==> src/rtl/uart_tx_ctrl_if.sv <==
// Byte handshake (data/valid/ready) plus the serial line and busy flag of the UART transmitter.
interface uart_tx_ctrl_if;
    logic [7:0] data;
    logic       valid;
    logic       ready;
    logic       tx;
    logic       busy;

    modport master (
        output data,
        output valid,
        input  ready,
        input  tx,
        input  busy
    );

    modport slave (
        input  data,
        input  valid,
        output ready,
        output tx,
        output busy
    );
endinterface

==> src/rtl/uart_tx_ctrl.sv <==
// UART transmitter: start bit, 8 data bits LSB first, stop bit; one byte per frame via valid/ready.
// Define UART_TX_PARITY_EN to insert an even-parity bit between the data bits and the stop bit.
module uart_tx_ctrl #(
    parameter int unsigned CLK_DIV = 102
) (
    input  logic          CLKIN,
    input  logic          RESET,
    uart_tx_ctrl_if.slave bus
);

    localparam logic [15:0] BAUD_LAST = 16'(CLK_DIV - 1);

`ifdef UART_TX_PARITY_EN
    typedef enum logic [2:0] {S_IDLE, S_START, S_DATA, S_PARITY, S_STOP} state_t;
`else
    typedef enum logic [1:0] {S_IDLE, S_START, S_DATA, S_STOP} state_t;
`endif

    state_t      state_q;
    logic [15:0] baud_q;
    logic [15:0] baud_d;
    logic [2:0]  idx_q;
    logic [2:0]  idx_d;
    logic [7:0]  data_q;
    logic        tx_q;
    logic        ready_q;
    logic        busy_q;
    logic        baud_last;

    assign baud_last = (baud_q == BAUD_LAST);
    assign baud_d    = baud_last ? 16'd0 : baud_q + 16'd1;
    // Wraps 7->0 on the last data bit, so the index is already clear for the next frame.
    assign idx_d     = idx_q + 3'd1;

    always_ff @(posedge CLKIN or posedge RESET) begin
        if (RESET) begin
            state_q <= S_IDLE;
            baud_q  <= 16'd0;
            idx_q   <= 3'd0;
            data_q  <= 8'h00;
            tx_q    <= 1'b1;
            ready_q <= 1'b1;
            busy_q  <= 1'b0;
        end else begin
            case (state_q)
                S_IDLE: begin
                    baud_q <= 16'd0;
                    if (bus.valid) begin
                        data_q  <= bus.data;
                        idx_q   <= 3'd0;
                        state_q <= S_START;
                        tx_q    <= 1'b0;
                        ready_q <= 1'b0;
                        busy_q  <= 1'b1;
                    end
                end

                S_START: begin
                    baud_q <= baud_d;
                    if (baud_last) begin
                        state_q <= S_DATA;
                        tx_q    <= data_q[0];
                    end
                end

                S_DATA: begin
                    baud_q <= baud_d;
                    if (baud_last) begin
                        idx_q <= idx_d;
                        if (idx_q == 3'd7) begin
`ifdef UART_TX_PARITY_EN
                            state_q <= S_PARITY;
                            tx_q    <= ^data_q;
`else
                            state_q <= S_STOP;
                            tx_q    <= 1'b1;
`endif
                        end else begin
                            tx_q <= data_q[idx_d];
                        end
                    end
                end

`ifdef UART_TX_PARITY_EN
                S_PARITY: begin
                    baud_q <= baud_d;
                    if (baud_last) begin
                        state_q <= S_STOP;
                        tx_q    <= 1'b1;
                    end
                end
`endif

                // The extra idle cycle after this state stretches the stop bit to CLK_DIV+1.
                S_STOP: begin
                    baud_q <= baud_d;
                    if (baud_last) begin
                        state_q <= S_IDLE;
                        ready_q <= 1'b1;
                        busy_q  <= 1'b0;
                    end
                end

                default: begin
                    state_q <= S_IDLE;
                    baud_q  <= 16'd0;
                    idx_q   <= 3'd0;
                    tx_q    <= 1'b1;
                    ready_q <= 1'b1;
                    busy_q  <= 1'b0;
                end
            endcase
        end
    end

    assign bus.tx    = tx_q;
    assign bus.ready = ready_q;
    assign bus.busy  = busy_q;

endmodule

==> src/flat_wrapper.sv <==
// flat-port wrapper written by rule: the top's interface ports become plain ports
module uart_tx_ctrl_flat 
#(
    parameter int unsigned CLK_DIV = 102
)
  (CLKIN, RESET, bus_data, bus_valid, bus_ready, bus_tx, bus_busy);
  uart_tx_ctrl_if bus_i ();
  input  logic CLKIN;
  input  logic RESET;
  input wire logic [$bits(bus_i.data)-1:0] bus_data;
  input wire logic [$bits(bus_i.valid)-1:0] bus_valid;
  output wire logic [$bits(bus_i.ready)-1:0] bus_ready;
  output wire logic [$bits(bus_i.tx)-1:0] bus_tx;
  output wire logic [$bits(bus_i.busy)-1:0] bus_busy;
  assign bus_i.data = bus_data;
  assign bus_i.valid = bus_valid;
  assign bus_ready = bus_i.ready;
  assign bus_tx = bus_i.tx;
  assign bus_busy = bus_i.busy;
  uart_tx_ctrl #(.CLK_DIV(CLK_DIV)) u_core (.CLKIN(CLKIN), .RESET(RESET), .bus(bus_i));
endmodule
==> config.mk <==
export PLATFORM = sky130hd
export DESIGN_NAME = uart_tx_ctrl_flat
export DESIGN_NICKNAME = d
export VERILOG_FILES = /design/src/rtl/uart_tx_ctrl_if.sv /design/src/rtl/uart_tx_ctrl.sv /design/src/flat_wrapper.sv
export SDC_FILE = /design/constraint.sdc
export NUM_CORES = 1
export LEC_CHECK = 0
export ABC_CLOCK_PERIOD_IN_PS = 2650
export CAP_MARGIN = 20
export CORE_MARGIN = 1
export CORE_UTILIZATION = 30
export DETAILED_ROUTE_END_ITERATION = 8
export SYNTH_ARGS = -nofsm -noshare
export SYNTH_HDL_FRONTEND = slang
export SYNTH_SLANG_ARGS = --single-unit
==> constraint.sdc <==
create_clock -name CLKIN -period 2.65 [get_ports CLKIN]
set_input_delay 0.53 -clock CLKIN [delete_from_list [all_inputs] [get_ports CLKIN]]
set_output_delay 0.53 -clock CLKIN [all_outputs]
set_load 0.005 [all_outputs]
==> results of run 1 <==
[critical path, cell delays in order (launching register included)]
cell and delay [ps]:
dfrtp_1 490, ha_1 250, ha_1 330, o2111ai_1 100
o311ai_1 130, a221o_1 330, a32o_1 240
[final cells by class]
type / instances / area (sq um)
clock buffer: 7 / 96.34
sequential: 32 / 803.3
multi-input combinational: 109 / 879.6
clock inverter: 1 / 30.03
timing repair buffer: 14 / 137.6
inverter: 5 / 18.77
tap: 72 / 90.09
fill: 539 / 3451
[registers in the layout, indices dropped and copies added, names as in the netlist]
name,cells
u_core.state_q,2
u_core.bus.busy,1
u_core.bus.ready,1
u_core.idx_q,3
u_core.baud_q,16
u_core.bus.tx,1
u_core.data_q,8
[through the flow]
stage | power [mW] | hold WS (ps) | instances
after floorplan | 1.250 | 470.1 | 149
after global placement | 1.408 | 478.9 | 232
after detailed placement | 1.417 | 491.6 | 232
after CTS | 1.940 | 507.9 | 240
after global routing | 2.047 | 521.1 | 240
final | 1.912 | 505.7 | 240
[worst min path at each step]
stage                             to        startpoint  slack, ps
floorplan           u_core.data_q[6]  u_core.data_q[6]        470
global route        u_core.data_q[7]  u_core.data_q[7]        520
global placement    u_core.data_q[6]  u_core.data_q[6]        480
detailed placement  u_core.data_q[6]  u_core.data_q[6]        490
CTS                 u_core.data_q[6]  u_core.data_q[6]        510
finish              u_core.data_q[6]  u_core.data_q[6]        510
[cells by family (layout without fill, tap and decap cells)]
group	Yosys count	in the layout
flops	32	32
mux	14	14
compound gates	17	17
xor+xnor	14	14
simple gates	55	55
buf+inv	8	27
fa+ha+maj	9	9
[power by group]
part	total, mW	internal, mW	switching [mW]
clock network	0.516	0.332	0.185
registers	0.735	0.630	0.106
logic	0.660	0.361	0.299
[cells in the mapped netlist (all sizes together), types with 2 or more instances]
cell type,n,share of area (%)
nand3,6,1.7
nand4,3,2.0
nor4,2,2.0
a22o,6,3.1
mux2,12,8.5
nand2b,3,1.1
xnor2,6,3.1
dfrtp,30,44
nor2,20,4.4
and3,2,0.80
ha,9,6.5
inv,5,1.1
or2,2,0.73
nor3,3,1.5
a21oi,5,2.1
buf,3,1.2
nand2,7,1.5
xor2,8,4.1
mux2i,2,1.2
dfstp,2,3.1
nor2b,2,0.73
[per-layer routing]
metal  vias to the layer above  GRT usage, %  wire length [um]
li1                        556             -                 -
met1                       524         14.11              1451
met2                        13         17.08              1268
met3                         6         3.176                82
met4                         0         6.792                76
met5                         -             0                 0
[cell usage in the layout (no fill, tap or decap), types with 2 or more instances in the layout]
cell / netlist / final
mux2i_1: 2 / 2
inv_1: 5 / 5
nor2b_1: 2 / 2
mux2_2: 9 / 9
dfstp_2: 2 / 2
xor2_1: 8 / 8
a22o_1: 6 / 6
nand2b_1: 3 / 3
a21oi_1: 4 / 4
nor2_1: 20 / 20
xnor2_1: 6 / 6
dfrtp_1: 30 / 30
nand3_1: 6 / 6
nor3_2: 2 / 2
ha_1: 9 / 9
or2_2: 2 / 2
clkdlybuf4s50_1: 0 / 13
nand2_1: 7 / 7
nand4_1: 2 / 2
clkbuf_8: 0 / 7
mux2_4: 3 / 3
==> impl_metrics.xml, run 1 <==
<?xml version="1.0" encoding="UTF-8"?>
<metrics>
  <group name="floorplan">
    <metric name="floorplan.core_area" unit="sq um">5507</metric>
    <metric name="floorplan.die.width" unit="um">77.78</metric>
    <metric name="floorplan.initialDensity" unit="%">31.29</metric>
    <metric name="number_of_top_level_pins" unit="">14</metric>
    <metric name="number_of_rows_created_at_floorplan" unit="">27</metric>
    <metric name="fp.dieH" unit="um">77.78</metric>
    <metric name="die_area" unit="sq um">6050</metric>
  </group>
  <group name="synthesis">
    <metric name="synth.ff_latch_count" unit="">32</metric>
    <metric name="postSynthCellCount" unit="">149</metric>
    <metric name="ys_types" unit="">39</metric>
    <metric name="synth-xor-area-share" unit="%">7.117</metric>
    <metric name="syn_area_per_cell" unit="sq um">11.56</metric>
    <metric name="synth_warnings" unit="">0</metric>
    <metric name="post_synth_fa_ha_maj_area_fraction" unit="%">6.536</metric>
    <metric name="synth_compound_area_share" unit="%">8.061</metric>
    <metric name="synth_mux_area_share" unit="%">9.659</metric>
    <metric name="synthArstFlopShare" unit="%">100.0</metric>
    <metric name="mappedNetlistArea" unit="sq um">1723</metric>
    <metric name="synth_top_family_by_area" unit="">simple AND/OR/NAND/NOR gates</metric>
    <metric name="synth.yosys.seq_area_share" unit="%">46.62</metric>
    <metric name="synthFlopType" unit="">dfrtp_1</metric>
    <metric name="mappedNetlistNets" unit="">169</metric>
    <metric name="synth_enable_flop_cells" unit="">0</metric>
    <metric name="synth_simple_gate_area_share" unit="%">19.68</metric>
  </group>
  <group name="route">
    <metric name="post_drt_via_cell_ratio" unit="">4.579</metric>
    <metric name="drt_pre_antenna_iters" unit="">3</metric>
    <metric name="route.vias.total" unit="">1099</metric>
    <metric name="detail_route.iter0.violations" unit="">43</metric>
    <metric name="average_wire_per_standard_cell" unit="um">12.00</metric>
    <metric name="drt_antenna_net_count" unit="">0</metric>
    <metric name="drt-total-wl" unit="um">2879</metric>
    <metric name="drcViolationCount" unit="">0</metric>
  </group>
  <group name="global_routing">
    <metric name="global_route.overflow_total" unit="">0</metric>
    <metric name="grt_start_max_net_pins" unit="">33</metric>
    <metric name="vias_in_the_first_global_route" unit="">1141</metric>
    <metric name="grt_pass1_wl" unit="um">5230</metric>
    <metric name="antenna_found_initial" unit="">0</metric>
    <metric name="grtUsageTotal" unit="%">11.25</metric>
  </group>
  <group name="critical_path">
    <metric name="r2r_cells" unit="">6</metric>
    <metric name="reg2reg_setup_slack" unit="ps">700</metric>
    <metric name="timing.critical_path.required" unit="ps">2870</metric>
    <metric name="r2r_end" unit="">u_core.bus.tx</metric>
    <metric name="endpoint_kind" unit="">flop</metric>
    <metric name="path_class" unit="">reg2reg</metric>
    <metric name="critical_path.endpoint" unit="">u_core.bus.tx</metric>
    <metric name="critical_path_fanouts_max" unit="">8</metric>
    <metric name="crit-reg2reg-launch" unit="">u_core.idx_q[0]</metric>
    <metric name="start_kind" unit="">flop</metric>
    <metric name="cp.arrival" unit="ps">2180</metric>
    <metric name="crit_start" unit="">u_core.idx_q[0]</metric>
  </group>
  <group name="clock_network">
    <metric name="cts_tree" unit="">built</metric>
    <metric name="clk_transition_reported_paths" unit="ps">70</metric>
    <metric name="htree_levels" unit="">2</metric>
    <metric name="post_cts_buffers" unit="">0</metric>
    <metric name="cts_buffers" unit="">5</metric>
    <metric name="insertion_delay" unit="ps">290</metric>
    <metric name="clock_tree.buffer_depth" unit="">2</metric>
    <metric name="clock_sink_count" unit="">32</metric>
    <metric name="post_cts_resized" unit="">0</metric>
    <metric name="postCtsHoldBufs" unit="">0</metric>
    <metric name="cts_root_buffer" unit="">clkbuf_8</metric>
  </group>
  <group name="hold_path">
    <metric name="hold_removal_path_class" unit="">reg2reg</metric>
    <metric name="hold_path_depth" unit="">1</metric>
  </group>
  <group name="sta">
    <metric name="clock-skew-final" unit="ps">9.512</metric>
    <metric name="timing.setup.tns" unit="ps">0</metric>
    <metric name="slew_violations" unit="">0</metric>
    <metric name="rel_slew_slack" unit="%">58.53</metric>
    <metric name="hold_viol" unit="">0</metric>
    <metric name="fmax" unit="GHz">0.5119</metric>
    <metric name="rsz0062_at_grt" unit="">false</metric>
    <metric name="fin_crit_sh" unit="%">73.72</metric>
    <metric name="worst_slack" unit="ps">696.5</metric>
    <metric name="worst_pin_slew" unit="ps">622.1</metric>
    <metric name="setup_viol_count_final" unit="">0</metric>
    <metric name="period_needed" unit="ps">1953</metric>
  </group>
  <group name="power_and_ir_drop">
    <metric name="p_leak" unit="nW">0.8893</metric>
    <metric name="power.ir.vdd_worst" unit="mV">0.2799</metric>
    <metric name="power_per_cell_area" unit="nW/um^2">929.9</metric>
  </group>
  <group name="flow_run">
    <metric name="drv.max_cap_violation_count" unit="">0</metric>
  </group>
  <group name="place">
    <metric name="io_buffers" unit="">13</metric>
    <metric name="gp_congestion" unit="">0.7128</metric>
    <metric name="detailed_place_hpwl" unit="um">2017</metric>
    <metric name="place_area" unit="sq um">1929</metric>
    <metric name="preCtsSetupSlack" unit="ps">591.8</metric>
  </group>
  <group name="finish">
    <metric name="utilization" unit="%">37.33</metric>
    <metric name="final_area" unit="sq um">2056</metric>
    <metric name="layout-area-overhead-vs-synth" unit="%">19.32</metric>
    <metric name="nets" unit="">187</metric>
    <metric name="layout-drive-gt1-share" unit="%">20.24</metric>
    <metric name="insertedDiodeCount" unit="">0</metric>
  </group>
  <group name="run_status">
    <metric name="status" unit="">complete, no violations</metric>
  </group>
</metrics>
Note: power is estimated with default switching activity, not from simulation.
==> run 2: changes to the inputs <==
- ABC_CLOCK_PERIOD_IN_PS: 2650 -> 1600
- clock period: 2.65 -> 1.6 ns (I/O delays scaled with it)
==> impl_metrics.xml, run 2 (same netlist as run 1, synthesis figures left out) <==
<?xml version="1.0" encoding="UTF-8"?>
<metrics>
  <group name="run_status">
    <metric name="status" unit="">complete, but fails checks</metric>
    <metric name="violations" unit="">negative setup slack</metric>
  </group>
  <group name="flow_run">
    <metric name="drv.max_cap_violation_count" unit="">0</metric>
  </group>
  <group name="critical_path">
    <metric name="crit_slowest_cell" unit="">dfrtp_1</metric>
    <metric name="reg2reg_setup_slack" unit="ps">-130</metric>
    <metric name="timing.critical_path.required" unit="ps">1770</metric>
    <metric name="endpoint_kind" unit="">flop</metric>
    <metric name="r2r_cells" unit="">6</metric>
    <metric name="cp.arrival" unit="ps">1900</metric>
    <metric name="path_class" unit="">reg2reg</metric>
    <metric name="start_kind" unit="">flop</metric>
    <metric name="critPathMaxStageDelay" unit="ps">390</metric>
    <metric name="ordered_cell_list_for_the_critical_path" unit="">inv_1, ha_1, or2_2, a21oi_2, and2_4, mux2_4</metric>
    <metric name="r2r_end" unit="">u_core.state_q[1]</metric>
    <metric name="critical_path_fanouts_max" unit="">3</metric>
    <metric name="crit-reg2reg-launch" unit="">u_core.state_q[0]</metric>
  </group>
  <group name="clock_network">
    <metric name="insertion_delay" unit="ps">290</metric>
    <metric name="clk_transition_reported_paths" unit="ps">70</metric>
    <metric name="postCtsHoldBufs" unit="">0</metric>
    <metric name="cts_root_buffer" unit="">clkbuf_8</metric>
    <metric name="htree_levels" unit="">2</metric>
    <metric name="clock_tree.buffer_depth" unit="">2</metric>
    <metric name="cts_buffers" unit="">5</metric>
    <metric name="cts_tree" unit="">built</metric>
    <metric name="clock_sink_count" unit="">32</metric>
  </group>
  <group name="floorplan">
    <metric name="number_of_top_level_pins" unit="">14</metric>
    <metric name="floorplan.die.width" unit="um">77.78</metric>
    <metric name="floorplan.core_area" unit="sq um">5507</metric>
    <metric name="die_area" unit="sq um">6050</metric>
    <metric name="number_of_rows_created_at_floorplan" unit="">27</metric>
    <metric name="floorplan.initialDensity" unit="%">31.29</metric>
    <metric name="fp.dieH" unit="um">77.78</metric>
  </group>
  <group name="finish">
    <metric name="insertedDiodeCount" unit="">0</metric>
    <metric name="flip_flop_count_of_the_largest_register_after_layout" unit="">16</metric>
    <metric name="nets" unit="">223</metric>
    <metric name="layout-area-overhead-vs-synth" unit="%">40.01</metric>
    <metric name="largestRegisters" unit="">u_core.baud_q x16, u_core.data_q x8, u_core.idx_q x3</metric>
    <metric name="max_flop_register" unit="">u_core.baud_q</metric>
    <metric name="layout-drive-gt1-share" unit="%">38.24</metric>
    <metric name="layout_common_cells" unit="">32 x buf_4, 30 x dfrtp_1, 19 x nor2_1</metric>
    <metric name="utilization" unit="%">43.81</metric>
    <metric name="most_common_cell_after_layout_fill_and_taps_aside" unit="">buf_4</metric>
  </group>
  <group name="sta">
    <metric name="worst_pin_slew" unit="ps">381.8</metric>
    <metric name="fin_crit_sh" unit="%">108.1</metric>
    <metric name="clock-skew-final" unit="ps">4.772</metric>
    <metric name="fmax" unit="GHz">0.5780</metric>
    <metric name="period_needed" unit="ps">1730</metric>
    <metric name="hold_viol" unit="">0</metric>
    <metric name="rel_slew_slack" unit="%">74.34</metric>
    <metric name="worst_hold_slack" unit="ps">363.0</metric>
    <metric name="slew_violations" unit="">0</metric>
    <metric name="rsz0062_at_grt" unit="">true</metric>
    <metric name="setup_viol_count_final" unit="">24</metric>
    <metric name="worst_slack" unit="ps">-130.0</metric>
  </group>
  <group name="route">
    <metric name="drcViolationCount" unit="">0</metric>
    <metric name="average_wire_per_standard_cell" unit="um">11.76</metric>
    <metric name="drt-total-wl" unit="um">3246</metric>
    <metric name="route.vias.total" unit="">1225</metric>
    <metric name="detail_route.iter0.violations" unit="">46</metric>
    <metric name="drt_pre_antenna_iters" unit="">4</metric>
    <metric name="drt_antenna_net_count" unit="">0</metric>
    <metric name="post_drt_via_cell_ratio" unit="">4.438</metric>
  </group>
  <group name="power_and_ir_drop">
    <metric name="pwr-share-comb" unit="%">46.1</metric>
    <metric name="power_per_cell_area" unit="nW/um^2">1489</metric>
    <metric name="power_switching" unit="mW">1.098</metric>
    <metric name="p_leak" unit="nW">1.090</metric>
    <metric name="share_seq_of_total_power" unit="%">32.5</metric>
    <metric name="sw_frac_of_total" unit="%">30.57</metric>
    <metric name="cellInternalPower" unit="mW">2.494</metric>
    <metric name="power.total" unit="mW">3.592</metric>
    <metric name="clock_power_share" unit="%">21.4</metric>
    <metric name="power.ir.vdd_worst" unit="mV">0.5314</metric>
  </group>
  <group name="global_routing">
    <metric name="antenna_found_initial" unit="">0</metric>
    <metric name="grt_start_max_net_pins" unit="">33</metric>
    <metric name="grtUsageTotal" unit="%">12.01</metric>
    <metric name="global_route.overflow_total" unit="">0</metric>
    <metric name="grt_pass1_wl" unit="um">5658</metric>
    <metric name="vias_in_the_first_global_route" unit="">1248</metric>
  </group>
  <group name="place">
    <metric name="preCtsSetupSlack" unit="ps">-136.7</metric>
    <metric name="detailed_place_hpwl" unit="um">2239</metric>
    <metric name="gp_congestion" unit="">0.7378</metric>
    <metric name="io_buffers" unit="">13</metric>
  </group>
  <group name="hold_path">
    <metric name="hold_removal_path_class" unit="">in2async</metric>
  </group>
</metrics>
run 2: layout make-up:
type / count / area [sq um]
clock inverter: 3 / 42.54
timing repair buffer: 50 / 464.2
multi-input combinational: 109 / 924.6
inverter: 5 / 18.77
sequential: 32 / 803.3
fill: 518 / 3094
clock buffer: 5 / 68.82
tap: 72 / 90.09
run 2: critical path: cells and delay by family, from the launching register on:
| kind | cells | cell delay (ps) |
|---|---|---|
| flip-flops | 1 | 390 |
| adder cells (fa/ha/maj) | 1 | 230 |
| buffers and inverters | 1 | 90 |
| AO/OA/AOI/OAI | 1 | 140 |
| AND/OR/NAND/NOR | 2 | 480 |
| multiplexers | 1 | 290 |
run 2: power by group through the flow:
stage | Sequential (mW) | Combinational, mW | Clock (mW)
after floorplan | 1.19 | 0.895 | 0
after global placement | 1.18 | 1.49 | 0
after detailed placement | 1.19 | 1.50 | 0
after CTS | 1.17 | 1.57 | 0.794
after global routing | 1.20 | 1.82 | 0.830
final | 1.17 | 1.66 | 0.768
run 2: through the flow:
stage / std cells / setup TNS, ps / cell area (sq um)
final: 276 / -1631 / 2412
after global routing: 276 / -4952 / 2412
after CTS: 274 / -842.6 / 2369
after detailed placement: 263 / -657.9 / 2222
after global placement: 263 / -508.2 / 2222
after floorplan: 149 / -267.3 / 1745
run 2: routing by layer:
layer	part of all wire [%]	up-vias	track usage, %
li1	-	633	-
met1	50	572	15.50
met2	45	13	18.58
met3	2.6	7	2.471
met4	2.4	0	6.792
met5	0	-	0
run 2: worst max-delay path by stage:
| stage | start | endpoint | slack (ps) |
|---|---|---|---|
| after floorplan | u_core.baud_q[1] | u_core.state_q[0] | -130 |
| final | u_core.state_q[0] | u_core.state_q[1] | -130 |
| after global routing | u_core.baud_q[1] | u_core.state_q[1] | -250 |
| after detailed placement | u_core.baud_q[1] | u_core.state_q[1] | -140 |
| after global placement | u_core.baud_q[1] | u_core.state_q[0] | -110 |
| after CTS | u_core.baud_q[1] | u_core.state_q[1] | -120 |
run 2: what timing repair did:
item                                    4_1_cts  5_1_grt
endpoints found under the setup margin        8       24
hold endpoints to repair                      0        0
resized for setup                             6        3
pin swaps                                     5        1
buffers inserted                              3        1
cloned                                        0        1
